[config.mk]
export PLATFORM = sky130hd
export DESIGN_NAME = pc_flow_ctrl
export DESIGN_NICKNAME = d
export VERILOG_FILES = /design/src/rtl/pc_flow_ctrl_pkg.sv /design/src/rtl/pc_redirect_arb.sv /design/src/rtl/pc_flow_ctrl.sv
export SDC_FILE = /design/constraint.sdc
export NUM_CORES = 1
export LEC_CHECK = 0
export CAP_MARGIN = 15
export CORE_MARGIN = 1
export CORE_UTILIZATION = 48
export CTS_BUF_LIST = sky130_fd_sc_hd__clkbuf_8
export DETAILED_ROUTE_END_ITERATION = 8
export HOLD_SLACK_MARGIN = 0.02
export PLACE_DENSITY_LB_ADDON = 0.2
export SLEW_MARGIN = 10
export SYNTH_ARGS = -nofsm -noshare
export SYNTH_HDL_FRONTEND = slang
export SYNTH_HIERARCHICAL = 1
export SYNTH_SLANG_ARGS = --single-unit
[constraint.sdc]
create_clock -name clk -period 3.6 [get_ports clk]
set_input_delay 0.36 -clock clk [delete_from_list [all_inputs] [get_ports clk]]
set_output_delay 0.36 -clock clk [all_outputs]
set_load 0.02 [all_outputs]
[src/rtl/pc_flow_ctrl_pkg.sv]
// Shared types and constants for the fetch-PC flow controller.
// Covers the FSM state encoding, the redirect source codes and the redirect priority ranking.
package pc_flow_ctrl_pkg;

    typedef enum logic [1:0] {
        STATE_BOOT = 2'd0,
        STATE_RUN  = 2'd1,
        STATE_HOLD = 2'd2
    } state_e;

    typedef enum logic [1:0] {
        SRC_NONE = 2'd0,
        SRC_EXC  = 2'd1,
        SRC_BR   = 2'd2,
        SRC_JMP  = 2'd3
    } src_e;

    localparam logic [31:0] ZERO_WORD = 32'h0000_0000;

    // Higher rank is the older instruction in program order.
    function automatic logic [1:0] src_rank(input src_e s);
        unique case (s)
            SRC_EXC: return 2'd3;
            SRC_BR:  return 2'd2;
            SRC_JMP: return 2'd1;
            default: return 2'd0;
        endcase
    endfunction

endpackage

[src/rtl/pc_redirect_arb.sv]
// Combinational priority select among the redirect sources.
// Order is live exception > live EX branch > replayed pending redirect > live ID jump.
module pc_redirect_arb
    import pc_flow_ctrl_pkg::*;
(
    input  logic        excp_v,
    input  logic [31:0] excp_addr,
    input  logic        br_v,
    input  logic [31:0] br_addr,
    input  logic        pend_v,
    input  logic [31:0] pend_addr,
    input  src_e        pend_src,
    input  logic        jmp_v,
    input  logic [31:0] jmp_addr,
    output logic        flag,
    output logic [31:0] addr,
    output src_e        src,
    output logic        full_flush
);

    always_comb begin
        flag       = 1'b0;
        addr       = ZERO_WORD;
        src        = SRC_NONE;
        full_flush = 1'b0;
        if (excp_v) begin
            flag       = 1'b1;
            addr       = excp_addr;
            src        = SRC_EXC;
            full_flush = 1'b1;
        end else if (br_v) begin
            flag       = 1'b1;
            addr       = br_addr;
            src        = SRC_BR;
            full_flush = 1'b1;
        end else if (pend_v) begin
            // A replayed redirect squashes both stages whatever its origin.
            flag       = 1'b1;
            addr       = pend_addr;
            src        = pend_src;
            full_flush = 1'b1;
        end else if (jmp_v) begin
            flag       = 1'b1;
            addr       = jmp_addr;
            src        = SRC_JMP;
            full_flush = 1'b0;
        end
    end

endmodule

[src/rtl/pc_flow_ctrl.sv]
// Fetch-PC sequencer: stall / redirect / flush generation with boot, hazard and
// multi-cycle holds, buffering redirects that arrive during a hold.
module pc_flow_ctrl
    import pc_flow_ctrl_pkg::*;
#(
    parameter int unsigned DIV_CYCLES = 32,
    parameter int unsigned MEM_WAIT   = 2,
    parameter int unsigned CNT_W      = 6
) (
    input  logic        clk,
    input  logic        rst,
    input  logic        inited,
    input  logic        excp_req,
    input  logic [31:0] excp_vec,
    input  logic        br_req,
    input  logic [31:0] br_target,
    input  logic        jmp_req,
    input  logic [31:0] jmp_target,
    input  logic        load_use,
    input  logic        div_start,
    input  logic        mem_req,
    output logic        stall,
    output logic        branch_flag,
    output logic [31:0] branch_addr,
    output logic        flush_if,
    output logic        flush_id,
    output logic        busy
);

    localparam logic [CNT_W-1:0] DIV_M1 = CNT_W'(DIV_CYCLES - 1);
    localparam logic [CNT_W-1:0] MEM_M1 = CNT_W'(MEM_WAIT - 1);

    state_e           state;
    logic [CNT_W-1:0] cnt;
    logic             pend_v;
    logic [31:0]      pend_addr;
    src_e             pend_src;

    logic             in_boot;
    logic             in_run;
    logic             in_hold;
    logic             hold_issue;
    logic             live_ok;
    logic             excp_hit;
    logic [CNT_W-1:0] hold_len_m1;

    logic             arb_flag;
    logic [31:0]      arb_addr;
    src_e             arb_src;
    logic             arb_full;

    logic             capture;
    logic             overwrite;
    src_e             cap_src;
    logic [31:0]      cap_addr;

    assign in_boot    = (state == STATE_BOOT);
    assign in_run     = (state == STATE_RUN);
    assign in_hold    = (state == STATE_HOLD);
    assign hold_issue = in_run & (div_start | mem_req);
    assign live_ok    = in_run & ~hold_issue;
    assign excp_hit   = excp_req & ~in_boot;

    always_comb begin
        hold_len_m1 = MEM_M1;
        if (div_start && mem_req) begin
            hold_len_m1 = (DIV_M1 > MEM_M1) ? DIV_M1 : MEM_M1;
        end else if (div_start) begin
            hold_len_m1 = DIV_M1;
        end
    end

    pc_redirect_arb u_arb (
        .excp_v     (excp_hit),
        .excp_addr  (excp_vec),
        .br_v       (br_req & live_ok),
        .br_addr    (br_target),
        .pend_v     (pend_v & live_ok),
        .pend_addr  (pend_addr),
        .pend_src   (pend_src),
        .jmp_v      (jmp_req & live_ok),
        .jmp_addr   (jmp_target),
        .flag       (arb_flag),
        .addr       (arb_addr),
        .src        (arb_src),
        .full_flush (arb_full)
    );

    // Redirects seen while fetch is held are parked; an older source replaces a younger one.
    assign capture   = (in_hold | hold_issue) & ~excp_hit & (br_req | jmp_req);
    assign cap_src   = br_req ? SRC_BR : SRC_JMP;
    assign cap_addr  = br_req ? br_target : jmp_target;
    assign overwrite = capture & (~pend_v | (src_rank(cap_src) > src_rank(pend_src)));

    always_comb begin
        branch_flag = arb_flag;
        branch_addr = arb_addr;
        flush_if    = (arb_src != SRC_NONE);
        flush_id    = (arb_flag & arb_full) | (in_run & load_use & ~arb_flag);
        stall       = ~arb_flag & (in_boot | in_hold | hold_issue | (in_run & load_use));
        busy        = in_hold;
    end

    // cnt holds the HOLD cycles still to run; the issuing RUN cycle is the first stall cycle,
    // so HOLD is left at the edge where the last counted cycle retires (cnt reaching zero).
    always_ff @(posedge clk or posedge rst) begin
        if (rst) begin
            state     <= STATE_BOOT;
            cnt       <= '0;
            pend_v    <= 1'b0;
            pend_addr <= ZERO_WORD;
            pend_src  <= SRC_NONE;
        end else if (!inited) begin
            state  <= STATE_BOOT;
            cnt    <= '0;
            pend_v <= 1'b0;
        end else begin
            unique case (state)
                STATE_BOOT: begin
                    state <= STATE_RUN;
                end
                STATE_RUN: begin
                    if (excp_req) begin
                        cnt    <= '0;
                        pend_v <= 1'b0;
                    end else if (hold_issue) begin
                        if (hold_len_m1 != '0) begin
                            state <= STATE_HOLD;
                            cnt   <= hold_len_m1;
                        end
                    end else begin
                        pend_v <= 1'b0;
                    end
                end
                STATE_HOLD: begin
                    if (excp_req) begin
                        state  <= STATE_RUN;
                        cnt    <= '0;
                        pend_v <= 1'b0;
                    end else if (cnt <= CNT_W'(1)) begin
                        state <= STATE_RUN;
                        cnt   <= '0;
                    end else begin
                        cnt <= cnt - CNT_W'(1);
                    end
                end
                default: begin
                    state <= STATE_BOOT;
                    cnt   <= '0;
                end
            endcase
            if (overwrite) begin
                pend_v    <= 1'b1;
                pend_addr <= cap_addr;
                pend_src  <= cap_src;
            end
        end
    end

endmodule

==> results of run 1 <==
state kept, by name, summed over array words and instances (netlist names):
| signal | count |
|---|---|
| pend_v | 1 |
| state | 2 |
| pend_src | 2 |
| cnt | 6 |
| pend_addr | 32 |
metrics by stage:
step	setup WS [ns]	total power, mW	hold slack, ns	area (um^2)	util, %
3_3_place_gp	0.320	1.59	0.469	4710	72.5
6_report	0.214	2.02	0.495	4830	74.4
4_1_cts	0.156	2.03	0.498	4820	74.3
5_1_grt	0.0323	2.15	0.518	4830	74.4
2_1_floorplan	0.938	1.28	0.459	3310	-
3_5_place_dp	0.278	1.63	0.476	4710	72.5
layout by cell type, fill, tap and decap left out, drive strengths merged, types with 4 or more instances in the layout:
master	synthesis	routed
dfrtp	43	43
clkbuf	6	6
mux2	64	64
nor3	4	4
nor2	9	9
a22oi	31	31
and3	4	4
ha	10	10
o21ai	12	12
a21oi	34	34
clkdlybuf4s50	0	140
nor2b	4	4
inv	11	11
nand2	9	9
o22ai	33	33
buf	20	12
critical path, stage by stage (launching register included):
cell and delay [ns]:
dfrtp_1 0.40, inv_1 0.12, ha_1 0.43, and3_1 0.25, nor2b_4 0.31, buf_4 0.31
a22oi_1 0.11, a21oi_1 0.19, clkdlybuf4s50_1 0.63
area by class of cell:
| cell class | instances | area (um^2) |
|---|---|---|
| multi-input cells | 249 | 2010 |
| fillers | 509 | 1660 |
| repair buffers | 152 | 1490 |
| flip-flops and latches | 43 | 1080 |
| well taps | 77 | 96.3 |
| clock buffers | 6 | 82.6 |
| inverters | 11 | 41.3 |
| clock inverters | 2 | 35.0 |
logic make-up (layout without fill, tap and decap cells):
family | count (synthesis) | count (layout) | share of synthesized area [%]
adder cells (fa/ha/maj) | 10 | 10 | 3.78
buffers and inverters | 37 | 171 | 6.96
AND/OR/NAND/NOR | 45 | 45 | 8.29
AO/OA/AOI/OAI | 126 | 126 | 25.5
XOR/XNOR | 1 | 1 | 0.265
flip-flops | 43 | 43 | 32.5
multiplexers | 67 | 67 | 22.7
what timing repair did:
item | in CTS | in global routing
gates resized for setup | 0 | 2
endpoints found under the setup margin | 0 | 11
hold buffers | 0 | 0
worst max path at each step:
stage,from,end,slack (ns),cells after the start
after floorplan,state[1],flush_id,0.94,7
after global placement,excp_req,branch_addr[29],0.32,7
after detailed placement,div_start,branch_addr[29],0.28,7
after CTS,state[1],branch_addr[29],0.16,7
after global routing,state[1],branch_addr[11],0.03,8
final,state[1],branch_addr[20],0.21,8
power breakdown:
group / leakage, nW / switching (mW) / internal, mW
Combinational: 1.31 / 0.378 / 0.466
Sequential: 0.526 / 0.108 / 0.675
Clock: 0.0612 / 0.171 / 0.225
Total: 1.89 / 0.657 / 1.37
layer usage:
| metal | up-vias | routed length, um | track usage [%] |
|---|---|---|---|
| met5 | - | 0 | 0 |
| met4 | 0 | 90 | 6.16 |
| met3 | 10 | 758 | 5.84 |
| met2 | 148 | 5030 | 49.9 |
| met1 | 1582 | 4060 | 33.8 |
| li1 | 1542 | - | - |
==> results by group, run 1 <==
Status
  – Run status: complete, no violations

Layout
  – Final cell count without fillers: 540
  – N_diodes: 0
  – # nets final: 577
  – Area grow syn2layout: 46.1%
  – Layout cells sized above 1: between 10% and 20%

Floorplanning
  – Initial Util: 50.9%
  – Die area: just over 7000 um^2
  – Die Span Y: approximately 85 um
  – Cell Rows: 29
  – Core area: about 6500 um^2
  – Top-level I/O count: around 140
  – DIE WIDTH: 85 um

Global routing
  – Antenna violations before repair: 0
  – Aggregate global routing overflow: 0
  – First-pass GRT wire length: between 15000 and 20000 um
  – Vias in the first global route: around 3300
  – GRT Resource Usage Total: 27.7%
  – Largest net degree at the start of global routing: between 40 and 50

Timing
  – Final Hold Vio Count: 0
  – Worst slew pin tran: between 0.9 and 1 ns
  – Skew final: around 0.0073 ns
  – RSZ-0062 raised after global routing: false
  – Tcrit/Tclk final: 94.0%
  – Slew Viols, Final: 0
  – Tmin final: approximately 3.4 ns
  – # setup viols final: 0
  – Slew headroom: between 30% and 40%
  – Peak Freq: approximately 300 MHz
  – Setup TNS: 0 ns

Synth
  – Main synth FF type: dfrtp_1
  – EDFF count, synth: 0
  – Unique masters post-synth: 51
  – Synth Register Bits: between 40 and 50
  – Post-synthesis sequential area ratio: about 33%
  – Yosys top cell by area: dfrtp_1
  – Mapped Cells: between 300 and 400
  – Synth top cells by count: 56 x mux2_2, 43 x dfrtp_1, 34 x a21oi_1
  – Synth area leaders: dfrtp_1 33%, mux2_2 19%, a22oi_1 7.0%
  – Mapped cell area: between 3000 and 4000 um^2
  – Most common cell in the netlist: mux2_2
  – Syn_area_per_cell: 10.1 um^2
  – Syn_nets: about 440
  – Asr flop ratio synth: 100%
  – Synth top area share: between 30 and 40%
  – Synth Warn #: 6

Clock tree
  – CTS root buffer: clkbuf_8
  – CTS HTree Levels: 2
  – Clk Latency, worst-skew pair: ~0.30 ns
  – CTS Buffer Depth: 2
  – Post-CTS setup repair buffer count: 0
  – Clock transition at path regs: 0.08 ns
  – Clock buffer count from CTS: 5
  – TritonCTS clock tree: yes
  – Clock Sink Count: 43

Hold path
  – HP Start: pend_addr[21]
  – Hold endpoint: pend_addr[21]
  – Worst hold path class: reg2reg
  – Worst Hold Depth: 1

Route
  – Residual DRC: 0
  – Drt pass-1 iters: 5
  – Via count: 3282
  – Post-route ant nets: 0
  – Drt total wl: 9940 um
  – DR WL/cell: 18.4 um
  – DR iter-0 viols: approximately 170
  – Post-DR vias/cell: a little over 6

Setup path
  – Crit path arrival time: 3.03 ns
  – Worst EP required: about 3.2 ns
  – Setup crit end kind: output port
  – Worst reg2reg setup slack: 1.06 ns
  – Worst Path Max Fanout: 20
  – R2r worst-path depth: 9
  – RR Endpoint: pend_addr[23]
  – Crit Path Class: reg2out
  – Crit path launch type: flip-flop
  – Reg-to-reg startpoint: pend_src[1]

Pwr
  – Max rail drop VDD: ~240 uV
  – P per Cell Area: between 400 and 500 nW/um^2
  – Lkg Pwr: approximately 1.9 nW

Placement
  – Gpl congestion: 0.817
  – DP HPWL: between 7000 and 8000 um
  – Port bufs: 141
  – Placed cell count: between 500 and 600

Flow run
  – Max cap viols: 0
(Power assumes the default switching activity.)
==> run 2: changes to the inputs <==
Settings changed: CELL_PAD_IN_SITES_DETAIL_PLACEMENT set to 0, CELL_PAD_IN_SITES_GLOBAL_PLACEMENT set to 2, CORE_MARGIN 1 to 8, CORE_UTILIZATION 48 to 28, RECOVER_POWER set to 25.
==> run 2 against run 1 <==
Compared with the run above: the run now ends with capacitance limit, slew limit left; clock skew up 0.0024 ns; hold slack barely moved; sequential cell count unchanged; routed wire length up 18%; count of clock-buffer cells in the layout shrank 1; non-clock buffer count up 3; setup slack better by 0.033 ns; cell area up 2.2%; critical path type unchanged; critical endpoint is now branch_addr[9]; largest cell class unchanged; largest power group unchanged.
==> results by group, run 2 (synthesized netlist as in run 1, its figures left out) <==
Status
  – Run status: complete, but fails checks
  – Failing checks: capacitance limit, slew limit

Route
  – Wire length on met1: between 5000 and 6000 um
  – DR WL/cell: approximately 19 um
  – Routed wl met2: approximately 5700 um
  – Drt pass-1 iters: 4
  – Post-DR vias/cell: ~5.2
  – Via count: 3181
  – Residual DRC: 0
  – Drt total wl: about 12000 um
  – Post-route ant nets: 0
  – DR iter-0 viols: between 100 and 150
  – Top Metal Used: met4
  – Met3 wire length: between 600 and 700 um

Global routing
  – Antenna violations before repair: 0
  – GRT Resource Usage Total: ~15%
  – Vias in the first global route: ~3500
  – First-pass GRT wire length: between 15000 and 20000 um
  – Largest net degree at the start of global routing: between 40 and 50
  – Aggregate global routing overflow: 0

Layout
  – # fillers: 1125
  – Layout cells sized above 1: between 10% and 20%
  – Top flop regs: pend_addr (32), cnt (6)
  – FF/Latch Area: 1080 um^2
  – Max FFs per register: 32
  – # nets final: slightly below 600
  – Finished Core Util: 43.0%
  – N_diodes: 0
  – Top reg by flops: pend_addr
  – Area grow syn2layout: 49.3%
  – Area of the multi-input gates: 2000 um^2
  – Most common cell after layout, fill and taps aside: clkdlybuf4s50_1
  – Most frequent cells in the layout: 139 x clkdlybuf4s50_1, 56 x mux2_2, 43 x dfrtp_1

Timing
  – Peak Freq: about 300 MHz
  – RSZ-0062 raised after global routing: false
  – Slew headroom: -15.9%
  – Slew Viols, Final: 44
  – Final Hold Vio Count: 0
  – Skew final: slightly below 0.01 ns
  – Worst slew pin tran: roughly 1.7 ns
  – Tmin final: approximately 3.4 ns
  – WHS: ~0.50 ns
  – # setup viols final: 0
  – Setup TNS: 0 ns
  – Tcrit/Tclk final: slightly above 90%

Flow run
  – Max cap viols: 1

Placement
  – DP HPWL: 8600 um
  – Gpl congestion: ~0.74
  – Port bufs: about 140

Setup path
  – Top Family by Delay on Critical Path: buffers and inverters
  – Crit path arrival time: around 3 ns
  – Worst Path Max Fanout: 17
  – Crit path launch type: flip-flop
  – WP buf/inv: 3
  – Worst EP required: between 3 and 4 ns
  – Worst path slowest cell: nor2_2
  – Critical path's largest stage delay: approximately 0.70 ns
  – Critical path, cell by cell: inv_1 -> ha_1 -> nor2_1 -> nor2_2 -> buf_4 -> a21oi_1 -> clkdlybuf4s50_1
  – Setup crit end kind: output port
  – Crit Path Class: reg2out

Clock tree
  – TritonCTS clock tree: yes
  – Clock transition at path regs: approximately 0.09 ns
  – CTS Buffer Depth: 2
  – PostCTS Resize Cnt: 0
  – Clock Sink Count: 43
  – Cts hold-fix bufs: 0
  – Post-CTS setup repair buffer count: 0
  – CTS HTree Levels: 2
  – Clock buffer count from CTS: 5
  – Clk Latency, worst-skew pair: 0.30 ns
  – CTS root buffer: clkbuf_8

Floorplanning
  – Initial Util: between 20% and 30%
  – DIE WIDTH: around 120 um
  – Core area: between 10000 and 15000 um^2
  – Die area: roughly 16000 um^2
  – Top-level I/O count: 142
  – Cell Rows: 39
  – Die Span Y: roughly 120 um

Hold path
  – Worst hold path class: reg2reg

Pwr
  – P per Cell Area: 409 nW/um^2
  – Lkg Pwr: between 1.5 and 2 nW
  – Max rail drop VDD: 226 uV
run 2: stage by stage:
step                instance area [um^2]  power [mW]  std cells  worst slack (ns)
floorplan                           3310        1.28        329             0.938
global placement                    4820        1.63        601             0.318
detailed placement                  4820        1.65        601             0.297
CTS                                 4940        2.05        609             0.237
global route                        4940        2.16        609            0.0755
finish                              4940        2.02        609             0.248
run 2: cell type report:
| class | instances | share of cell area [%] |
|---|---|---|
| Multi-Input combinational cell | 249 | 40.6 |
| Timing Repair Buffer | 155 | 30.9 |
| Sequential cell | 43 | 21.8 |
| Tap cell | 143 | 3.62 |
| Clock buffer | 5 | 1.39 |
| Clock inverter | 3 | 0.887 |
| Inverter | 11 | 0.837 |
run 2: power breakdown:
group / internal (mW) / total, mW / switching (mW)
registers: 0.675 / 0.778 / 0.104
logic: 0.470 / 0.851 / 0.381
clock network: 0.207 / 0.390 / 0.183
total: 1.35 / 2.02 / 0.667
run 2: path summary, 6_finish.rpt:
path / startpoint / end / slack (ns) / depth (start not counted)
max reg2reg: pend_src[1] / pend_addr[10] / 1.01 / 9
max in group asynchronous: rst / pend_addr[23] / 1.54 / 2
min in group asynchronous: rst / pend_v / 1.04 / 2
max: state[0] / branch_addr[9] / 0.25 / 7
min: pend_addr[18] / pend_addr[18] / 0.50 / 1
min reg2reg: pend_addr[18] / pend_addr[18] / 0.50 / 1
run 2: routing by layer:
layer	vias to the layer above	global-route usage, %
met1	1534	17.7
met4	0	3.83
li1	1543	-
met3	12	3.83
met2	92	25.8
met5	-	0
